**src/rtl/ui5640cfg_seq.sv**
```systemverilog
// Camera register-table configuration sequencer: walks REG_SIZE table entries through an SCCB write engine.
// Optional WAIT watchdog is built only when UI5640CFG_TIMEOUT_EN is defined.
module ui5640cfg_seq #(
  parameter int CLK_FREQ_HZ = 25000000,
  parameter int DELAY_INDEX = 1,
  parameter int DELAY_MS    = 5,
  parameter int MAX_RETRY   = 3,
  parameter int TIMEOUT_CYC = 65535
) (
  input  logic        clk_i,
  input  logic        rst_i,
  input  logic        start_i,
  output logic [8:0]  REG_INDEX,
  input  logic [31:0] REG_DATA,
  input  logic [8:0]  REG_SIZE,
  output logic        wr_req_o,
  output logic [15:0] wr_addr_o,
  output logic [7:0]  wr_data_o,
  input  logic        wr_busy_i,
  input  logic        wr_done_i,
  input  logic        wr_nack_i,
  output logic        cfg_busy_o,
  output logic        cfg_done_o,
  output logic        cfg_err_o
);

  localparam int DELAY_CYC = CLK_FREQ_HZ / 1000 * DELAY_MS;
  localparam bit HAS_DELAY = (DELAY_CYC != 0);
  localparam int DLY_W     = (DELAY_CYC > 1) ? $clog2(DELAY_CYC) : 1;
  localparam int RTRY_W    = $clog2(MAX_RETRY + 2);

  typedef enum logic [2:0] {
    IDLE, LOAD, REQ, WAIT, DELAY, NEXT, DONE, ERR
  } state_t;

  state_t            state, state_d;
  logic [8:0]        reg_index;
  logic [RTRY_W-1:0] retry_cnt;
  logic [DLY_W-1:0]  delay_cnt;
  logic              wr_req;
  logic [15:0]       wr_addr;
  logic [7:0]        wr_data;

  logic wr_ok, wr_fail, retry_left, last_entry, at_delay_idx, delay_end;
  logic unused_reg_data;

  assign unused_reg_data = ^REG_DATA[31:24];

`ifdef UI5640CFG_TIMEOUT_EN
  localparam int WD_W = (TIMEOUT_CYC > 1) ? $clog2(TIMEOUT_CYC + 1) : 1;
  logic [WD_W-1:0] wd_cnt;
  logic            wd_expired;

  // A silent engine counts as a NACK once WAIT has lasted TIMEOUT_CYC cycles.
  assign wd_expired = (wd_cnt == WD_W'(TIMEOUT_CYC - 1));
  assign wr_fail    = (state == WAIT) && ((wr_done_i && wr_nack_i) || (!wr_done_i && wd_expired));
`else
  assign wr_fail    = (state == WAIT) && wr_done_i && wr_nack_i;
`endif

  assign wr_ok        = (state == WAIT) && wr_done_i && !wr_nack_i;
  assign retry_left   = (retry_cnt < RTRY_W'(MAX_RETRY));
  assign last_entry   = (({1'b0, reg_index} + 10'd1) >= {1'b0, REG_SIZE});
  assign at_delay_idx = (reg_index == 9'(DELAY_INDEX));
  assign delay_end    = (delay_cnt == DLY_W'(DELAY_CYC - 1));

  always_comb begin
    state_d = state;
    case (state)
      IDLE, DONE, ERR: begin
        if (start_i) state_d = (REG_SIZE == 9'd0) ? DONE : LOAD;
      end
      LOAD:  state_d = REQ;
      REQ:   if (!wr_busy_i) state_d = WAIT;
      WAIT: begin
        if (wr_ok)        state_d = (at_delay_idx && HAS_DELAY) ? DELAY : NEXT;
        else if (wr_fail) state_d = retry_left ? REQ : ERR;
      end
      DELAY: if (delay_end) state_d = NEXT;
      NEXT:  state_d = last_entry ? DONE : LOAD;
      default: state_d = IDLE;
    endcase
  end

  always_ff @(posedge clk_i) begin
    if (rst_i) begin
      state     <= IDLE;
      reg_index <= '0;
      retry_cnt <= '0;
      delay_cnt <= '0;
      wr_req    <= 1'b0;
      wr_addr   <= '0;
      wr_data   <= '0;
    end else begin
      state     <= state_d;
      wr_req    <= (state == REQ) && !wr_busy_i;
      delay_cnt <= (state == DELAY) ? delay_cnt + 1'b1 : '0;
      case (state)
        IDLE, DONE, ERR: begin
          if (start_i) begin
            reg_index <= '0;
            retry_cnt <= '0;
          end
        end
        LOAD: begin
          wr_addr <= REG_DATA[23:8];
          wr_data <= REG_DATA[7:0];
        end
        WAIT: if (wr_fail && retry_left) retry_cnt <= retry_cnt + 1'b1;
        NEXT: begin
          if (!last_entry) begin
            reg_index <= reg_index + 9'd1;
            retry_cnt <= '0;
          end
        end
        default: ;
      endcase
    end
  end

`ifdef UI5640CFG_TIMEOUT_EN
  // Held at zero outside WAIT, so every entry into WAIT starts a fresh count.
  always_ff @(posedge clk_i) begin
    if (rst_i) wd_cnt <= '0;
    else       wd_cnt <= (state == WAIT) ? wd_cnt + 1'b1 : '0;
  end
`endif

  assign REG_INDEX  = reg_index;
  assign wr_req_o   = wr_req;
  assign wr_addr_o  = wr_addr;
  assign wr_data_o  = wr_data;
  assign cfg_busy_o = !((state == IDLE) || (state == DONE) || (state == ERR));
  assign cfg_done_o = (state == DONE);
  assign cfg_err_o  = (state == ERR);

endmodule

```
**config.mk**
```make
export PLATFORM = sky130hd
export DESIGN_NAME = ui5640cfg_seq
export DESIGN_NICKNAME = d
export VERILOG_FILES = /design/src/rtl/ui5640cfg_seq.sv
export SDC_FILE = /design/constraint.sdc
export NUM_CORES = 1
export LEC_CHECK = 0
export ABC_AREA = 1
export CORE_MARGIN = 2
export CORE_UTILIZATION = 48
export CTS_CLUSTER_DIAMETER = 120
export DETAILED_ROUTE_END_ITERATION = 10
export PLACE_DENSITY = 0.8
export SETUP_SLACK_MARGIN = 0.2
export SYNTH_ARGS = -nofsm -noshare
export SYNTH_HDL_FRONTEND = slang
export SYNTH_SLANG_ARGS = --single-unit
```
**constraint.sdc**
```tcl
create_clock -name clk_i -period 2.7 [get_ports clk_i]
set_input_delay 0.675 -clock clk_i [delete_from_list [all_inputs] [get_ports clk_i]]
set_output_delay 0.675 -clock clk_i [all_outputs]
set_load 0.02 [all_outputs]
```
==> summary.md, run 1 <==
| Metric | Value |
|---|---|
| Grt total ovfl | `0` |
| GRT Total Usage | `21.47%` |
| Largest net degree at the start of global routing | `49` |
| DR pass1 iterations | `4` |
| Asr flop ratio synth | `0%` |
| Non-Filler Instances | `575` |
| Clk slew on worst S/H paths | `0.07 ns` |
| Die Wd | `82.24 µm` |
| Clock root cell | `clkbuf_8` |
| Skew final | `0.009232 ns` |
| Mapped cell area | `0.002938 mm²` |
| TritonCTS clock tree | `done` |
| Die H | `82.24 µm` |
| DP Wirelength | `5238 µm` |
| Critical path class | `register to register` |
| DR vias | `2830` |
| Crit Path Max Fanout | `8` |
| Number of distinct library cells after synthesis | `32` |
| I/O Pins | `84` |
| Slew @ Worst Pin | `0.6410 ns` |
| DRC | `0` |
| Syn_nets | `471` |
| Max-Cap Viols | `0` |
| Power Dens Cells | `771.0 mW/mm²` |
| Ys flop type | `dfxtp_1` |
| Mapped Cells | `411` |
| Final Hold Viols | `0` |
| Routed Antenna Nets | `0` |
| Vias in the first global route | `2598` |
| Worst Slack Setup Final | `0.3059 ns` |
| Max Fclk | `0.4177 GHz` |
| Die ar. | `0.006763 mm²` |
| Worst endpoint data arrival time | `2.61 ns` |
| Mean Syn Cell Area | `7.148 µm²` |
| Clock Path Buffers | `2` |
| Crit path capture type | `register` |
| RSZ-0062 raised after global routing | `true` |
| Worst-Skew Late Latency | `0.34 ns` |
| DP Cell Count | `557` |
| Ant diodes | `0` |
| Hold Crit Class | `register to register` |
| Routability Congestion | `0.8842` |
| Setup violators final | `0` |
| Run status | `finished, final reports clean` |
| P&R area growth vs syn | `36.84%` |
| CP startpoint kind | `register` |
| Antenna violations before repair | `0` |
| Multi-input gate area | `0.001483 mm²` |
| Total clock sinks | `57` |
| Htree depth | `3` |
| Slew Limit Fails | `0` |
| Slew HR | `57.22%` |
| Reg2Reg Setup Slack | `0.31 ns` |
| Total power | `3.099 mW` |
| Routed length per instance | `12.38 µm` |
| Setup TNS | `0 ns` |
| Min Tclk post-route | `2.394 ns` |
| FF+latch area | `0.001151 mm²` |
| Vias/cell | `4.922` |
| Post-synth EDFFs | `0` |
| Port Buf Inserts | `75` |
| #FFs+latches synth | `57` |
| CTS buffer count | `9` |
| FP Rows | `28` |
| Sequential cell area fraction in the yosys report | `38.84%` |
| Layout net count | `555` |
| Hold Buf Count CTS | `0` |
| Worst endpoint required time | `2.92 ns` |
| Peak VDD IR | `675.5 µV` |
| Ys Warns | `0` |
| First-pass GRT wire length | `11070 µm` |
| LEAKAGE | `1.632 nW` |
| Share of layout cells above drive strength 1 | `10.20%` |
| Final period utilization | `88.67%` |
| Fillers | `490` |
| Final wirelength | `7118 µm` |
| Pre-CTS setup slack | `0.04497 ns` |
| Initial DRC Count | `167` |
| Initial cell density of the core | `49.62%` |
| Core area | `0.005921 mm²` |
-- final cells by class --
class | instances | share of cell area (%)
Multi-Input combinational cell | 264 | 36.88
Sequential cell | 57 | 28.63
Timing Repair Buffer | 81 | 19.79
Inverter | 82 | 7.656
Clock buffer | 13 | 3.704
Tap cell | 75 | 2.334
Clock inverter | 3 | 0.9960
-- placed cells by master (no fill, tap or decap), types with 2 or more instances in the layout --
master,Yosys,layout
inv_1,80,79
clkdlybuf4s50_1,0,75
nand2_1,59,58
a21oi_1,52,52
dfxtp_1,57,51
o21ai_0,33,33
nor2_1,29,29
nand4_1,16,16
nand3_1,14,13
ha_1,13,12
nor3_1,11,11
clkbuf_8,0,10
buf_4,0,6
dfxtp_2,0,5
nor2_4,5,5
xor2_1,5,5
nor2_2,5,5
inv_2,2,3
nand2_4,4,3
o21ai_1,3,3
nand3_2,1,3
clkbuf_1,7,3
xnor2_1,2,2
nand2_2,1,2
clkinv_2,0,2
-- power by group --
group          leakage [nW]  total, mW  internal [mW]  switching (mW)
clock                0.0974      0.773          0.449           0.324
sequential            0.467       1.12           1.02           0.106
combinational          1.07       1.20          0.504           0.700
total                  1.63       3.10           1.97            1.13
-- final timing paths --
check | startpoint | cells after the start | to
min | wr_addr_o[9]$_SDFFE_PP0P_ | 2 | wr_addr_o[9]$_SDFFE_PP0P_
max reg2reg | REG_INDEX[4]$_SDFFE_PP0P_ | 14 | REG_INDEX[1]$_SDFFE_PP0P_
min reg2reg | wr_addr_o[9]$_SDFFE_PP0P_ | 2 | wr_addr_o[9]$_SDFFE_PP0P_
max | REG_INDEX[4]$_SDFFE_PP0P_ | 14 | REG_INDEX[1]$_SDFFE_PP0P_
-- stage by stage --
| step | hold slack (ns) | util (%) | area, µm² |
|---|---|---|---|
| 2_1_floorplan | 0.4179 | - | 2938 |
| 3_3_place_gp | 0.4293 | 63.93 | 3785 |
| 3_5_place_dp | 0.4364 | 63.93 | 3785 |
| 4_1_cts | 0.4463 | 67.12 | 3974 |
| 5_1_grt | 0.4684 | 67.90 | 4020 |
| 6_report | 0.4449 | 67.90 | 4020 |
-- worst max-delay path: stages (launching register included) --
cell,delay [ns]
dfxtp_1,0.42
nand2_1,0.08
inv_1,0.14
nand2_4,0.09
nor2_1,0.11
xor2_1,0.22
ha_1,0.28
a21oi_1,0.15
o21bai_1,0.11
nor2_4,0.17
nand2_4,0.09
nand2_8,0.09
nand3_2,0.15
nand2_1,0.10
a21oi_1,0.06
-- repair_timing --
action                                  4_1_cts  5_1_grt
buffers inserted                              0        1
endpoints found under the hold margin         0        0
resized for setup                             0       12
endpoints found under the setup margin        0       15
-- cell families (layout without fill, tap and decap cells) --
kind of cell	Yosys count	count (layout)	synth area share [%]
and+or+nand+nor	152	153	26.11
AOI/OAI and AO/OA	91	91	15.76
buffers and inverters	91	179	11.67
DFF	57	57	38.84
adders and majority gates	13	13	5.537
xor gates and xnor gates	7	7	2.087
-- state kept, by name, indices dropped and copies added (netlist names) --
name       cells
state          3
REG_INDEX      9
wr_req_o       1
wr_data_o      8
wr_addr_o     16
delay_cnt     17
retry_cnt      3
-- cell usage after synthesis, types with 2 or more instances --
cell type | n | area, µm²
o21ai_1 | 3 | 15.01
inv_2 | 2 | 7.510
nand3_1 | 14 | 70.07
nand4_1 | 16 | 100.1
nor2_2 | 5 | 31.28
xnor2_1 | 2 | 17.52
dfxtp_1 | 57 | 1141
nor2_1 | 29 | 108.9
nand2_1 | 59 | 221.5
nor3_1 | 11 | 55.05
ha_1 | 13 | 162.7
xor2_1 | 5 | 43.79
inv_1 | 80 | 300.3
nor2_4 | 5 | 56.30
o21ai_0 | 33 | 165.2
clkbuf_1 | 7 | 26.28
a21oi_1 | 52 | 260.3
nand2_4 | 4 | 45.04
-- layer usage --
metal / up-vias / track usage (%) / wire, µm
li1: 1504 / - / -
met1: 1252 / 23.87 / 2977
met2: 64 / 38.15 / 3677
met3: 10 / 6.957 / 375
met4: 0 / 7.667 / 88
met5: - / 0 / 0
Note: power is estimated with default switching activity, not from simulation.
==> inputs of run 2 (changes only) <==
--- a/config.mk
+++ b/config.mk
@@ -6,6 +6,7 @@
 export NUM_CORES = 1
 export LEC_CHECK = 0
 export ABC_AREA = 1
+export ABC_CLOCK_PERIOD_IN_PS = 2700
 export CORE_MARGIN = 2
 export CORE_UTILIZATION = 48
 export CTS_CLUSTER_DIAMETER = 120
==> constraint.sdc (replaced) <==
create_clock -name clk_i -period 2.7 [get_ports clk_i]
set_input_delay 0.675 -clock clk_i [delete_from_list [all_inputs] [get_ports clk_i]]
set_output_delay 0.675 -clock clk_i [all_outputs]
set_load 0.05 [all_outputs]
==> summary.md, run 2 (synthesis results as in run 1) <==
| Metric | Value |
|---|---|
| GRT met3 Usage | `5.217% (-1.7 points)` |
| GRT Total Usage | `21.90% (+0.43 points)` |
| Slew Limit Fails | `0 (unchanged)` |
| Max-Cap Viols | `0 (unchanged)` |
| DR pass1 iterations | `4 (unchanged)` |
| Clock Path Buffers | `2 (unchanged)` |
| FP Rows | `28 (unchanged)` |
| Hold Crit Class | `register to register` |
| Crit Path Max Fanout | `7 (-1)` |
| Antenna violations before repair | `0 (unchanged)` |
| Die H | `82.24 µm (unchanged)` |
| Crit path max-delay family | `buffers and inverters` |
| I/O Pins | `84 (unchanged)` |
| Slowest stage cell, crit path | `dlygate4sd2_1` |
| Crit path capture type | `primary output` |
| Power Dens Cells | `867.1 mW/mm² (+12%)` |
| Worst-Skew Late Latency | `0.34 ns (about the same)` |
| Crit path buf inv count | `2 (+1)` |
| Min Tclk post-route | `2.426 ns (+0.03187 ns)` |
| DRC | `0 (unchanged)` |
| Top reg by flops | `delay_cnt` |
| Setup violators final | `0 (unchanged)` |
| Run status | `finished, final reports clean` |
| Slew HR | `54.98% (-2.2 points)` |
| Die Wd | `82.24 µm (unchanged)` |
| Final Hold Viols | `0 (unchanged)` |
| Final wirelength | `7464 µm (+4.9%)` |
| Grt peak-use layer | `met2` |
| Peak VDD IR | `631.2 µV (-6.5%)` |
| Max Fclk | `0.4122 GHz (-1.3%)` |
| Routed length per instance | `12.96 µm (+4.7%)` |
| Max stage delay on crit path | `0.52 ns (+0.10 ns)` |
| Skew final | `0.009946 ns (+0.0007137 ns)` |
| CP startpoint kind | `register` |
| Met2 Track Usage GR | `37.18% (-0.97 points)` |
| Met1 Usage GRT | `25.66% (+1.8 points)` |
| Htree depth | `3 (unchanged)` |
| First-pass GRT wire length | `11320 µm (+2.2%)` |
| Port Buf Inserts | `75 (unchanged)` |
| Ant diodes | `0 (unchanged)` |
| Most common cell after layout, fill and taps aside | `inv_1` |
| Finished Cell Area | `0.004079 mm² (+1.5%)` |
| Max reg flops | `17 (unchanged)` |
| P&R area growth vs syn | `38.84%` |
| Worst endpoint required time | `2.03 ns (-0.89 ns)` |
| Die ar. | `0.006763 mm² (unchanged)` |
| Total clock sinks | `57 (unchanged)` |
| Grt total ovfl | `0 (unchanged)` |
| Clk slew on worst S/H paths | `0.07 ns (about the same)` |
| Share of layout cells above drive strength 1 | `11.38% (+1.2 points)` |
| RSZ-0062 raised after global routing | `false` |
| Routed Antenna Nets | `0 (unchanged)` |
| Vias in the first global route | `2575 (-0.89%)` |
| Initial DRC Count | `201 (+20%)` |
| Most frequent cells in the layout | `79 x inv_1, 72 x clkdlybuf4s50_1, 58 x nand2_1` |
| Post-Place Cell Area | `0.003784 mm² (about the same)` |
| DR vias | `2934 (+3.7%)` |
| Setup TNS | `0 ns (unchanged)` |
| Routability Congestion | `0.9139 (+3.4%)` |
| Largest net degree at the start of global routing | `49 (unchanged)` |
| Initial cell density of the core | `49.62% (unchanged)` |
| Slew @ Worst Pin | `0.6745 ns (+0.03348 ns)` |
| Layout net count | `556 (+0.18%)` |
| Final period utilization | `89.85% (+1.2 points)` |
| Clock root cell | `clkbuf_8` |
| TritonCTS clock tree | `done` |
| Core area | `0.005921 mm² (unchanged)` |
| CTS buffer count | `9 (unchanged)` |
| LEAKAGE | `1.669 nW (+2.2%)` |
| Pre-CTS setup slack | `0.02315 ns (-0.02182 ns)` |
| Critical Path, Cell by Cell | `nor2_1 > nand2_1 > nand2_2 > inv_1 > dlygate4sd2_1` |
| Critical path class | `register to primary output` |
| Worst endpoint data arrival time | `1.75 ns (-0.86 ns)` |
| Worst Slack Setup Final | `0.2741 ns (-0.03187 ns)` |
| DP Wirelength | `5215 µm (-0.44%)` |
| Vias/cell | `5.094 (+3.5%)` |
## run 2: cell type report
class,count,area [µm²]
clock buffers,10,127.6
clock inverters,6,82.58
fillers,488,1842
inverters,82,307.8
multi-input cells,264,1513
flip-flops and latches,57,1155
well taps,75,93.84
repair buffers,82,799.5
## run 2: what timing repair did
item,4_1_cts,5_1_grt
cloned,0,1
resized for setup,3,14
setup endpoints to repair,3,14
pin swaps,0,5
setup buffers,0,3
hold buffers,0,0
## run 2: worst paths after layout
check	endpoint	cells after the start	from	slack, ns
worst max register to register	REG_INDEX[8]$_SDFFE_PP0P_	16	REG_INDEX[0]$_SDFFE_PP0P_	0.32
worst min-delay path	wr_addr_o[9]$_SDFFE_PP0P_	2	wr_addr_o[9]$_SDFFE_PP0P_	0.45
worst max-delay path	cfg_busy_o	5	state[0]$_SDFFE_PP0P_	0.27
worst min register to register	wr_addr_o[9]$_SDFFE_PP0P_	2	wr_addr_o[9]$_SDFFE_PP0P_	0.45
## run 2: tightest hold or removal path: cells and delay by family (launching register included)
kind | cells | cell delay, ns
buffers and inverters | 1 | 0.05
DFF | 1 | 0.31
AOI/OAI and AO/OA | 1 | 0.05
## run 2: metal layers
| layer | up-vias | share of wire, % |
|---|---|---|
| li1 | 1499 | - |
| met1 | 1328 | 42 |
| met2 | 95 | 51 |
| met3 | 12 | 5.6 |
| met4 | 0 | 1.7 |
| met5 | - | 0 |
## run 2: metrics by stage
step           utilization [%]  power, mW  hold slack, ns  std cells
2_1_floorplan                -      2.169          0.4179        411
3_3_place_gp             63.91      2.616          0.4289        556
3_5_place_dp             63.91      2.650          0.4357        556
4_1_cts                  67.39      3.519          0.4466        572
5_1_grt                  68.89      3.726          0.4627        576
6_report                 68.89      3.537          0.4452        576
## run 2: power by group
| part | switching [mW] | internal (mW) | total [mW] |
|---|---|---|---|
| registers | 0.113 | 1.01 | 1.12 |
| logic | 1.06 | 0.500 | 1.56 |
| clock network | 0.342 | 0.515 | 0.857 |
| total | 1.51 | 2.03 | 3.54 |
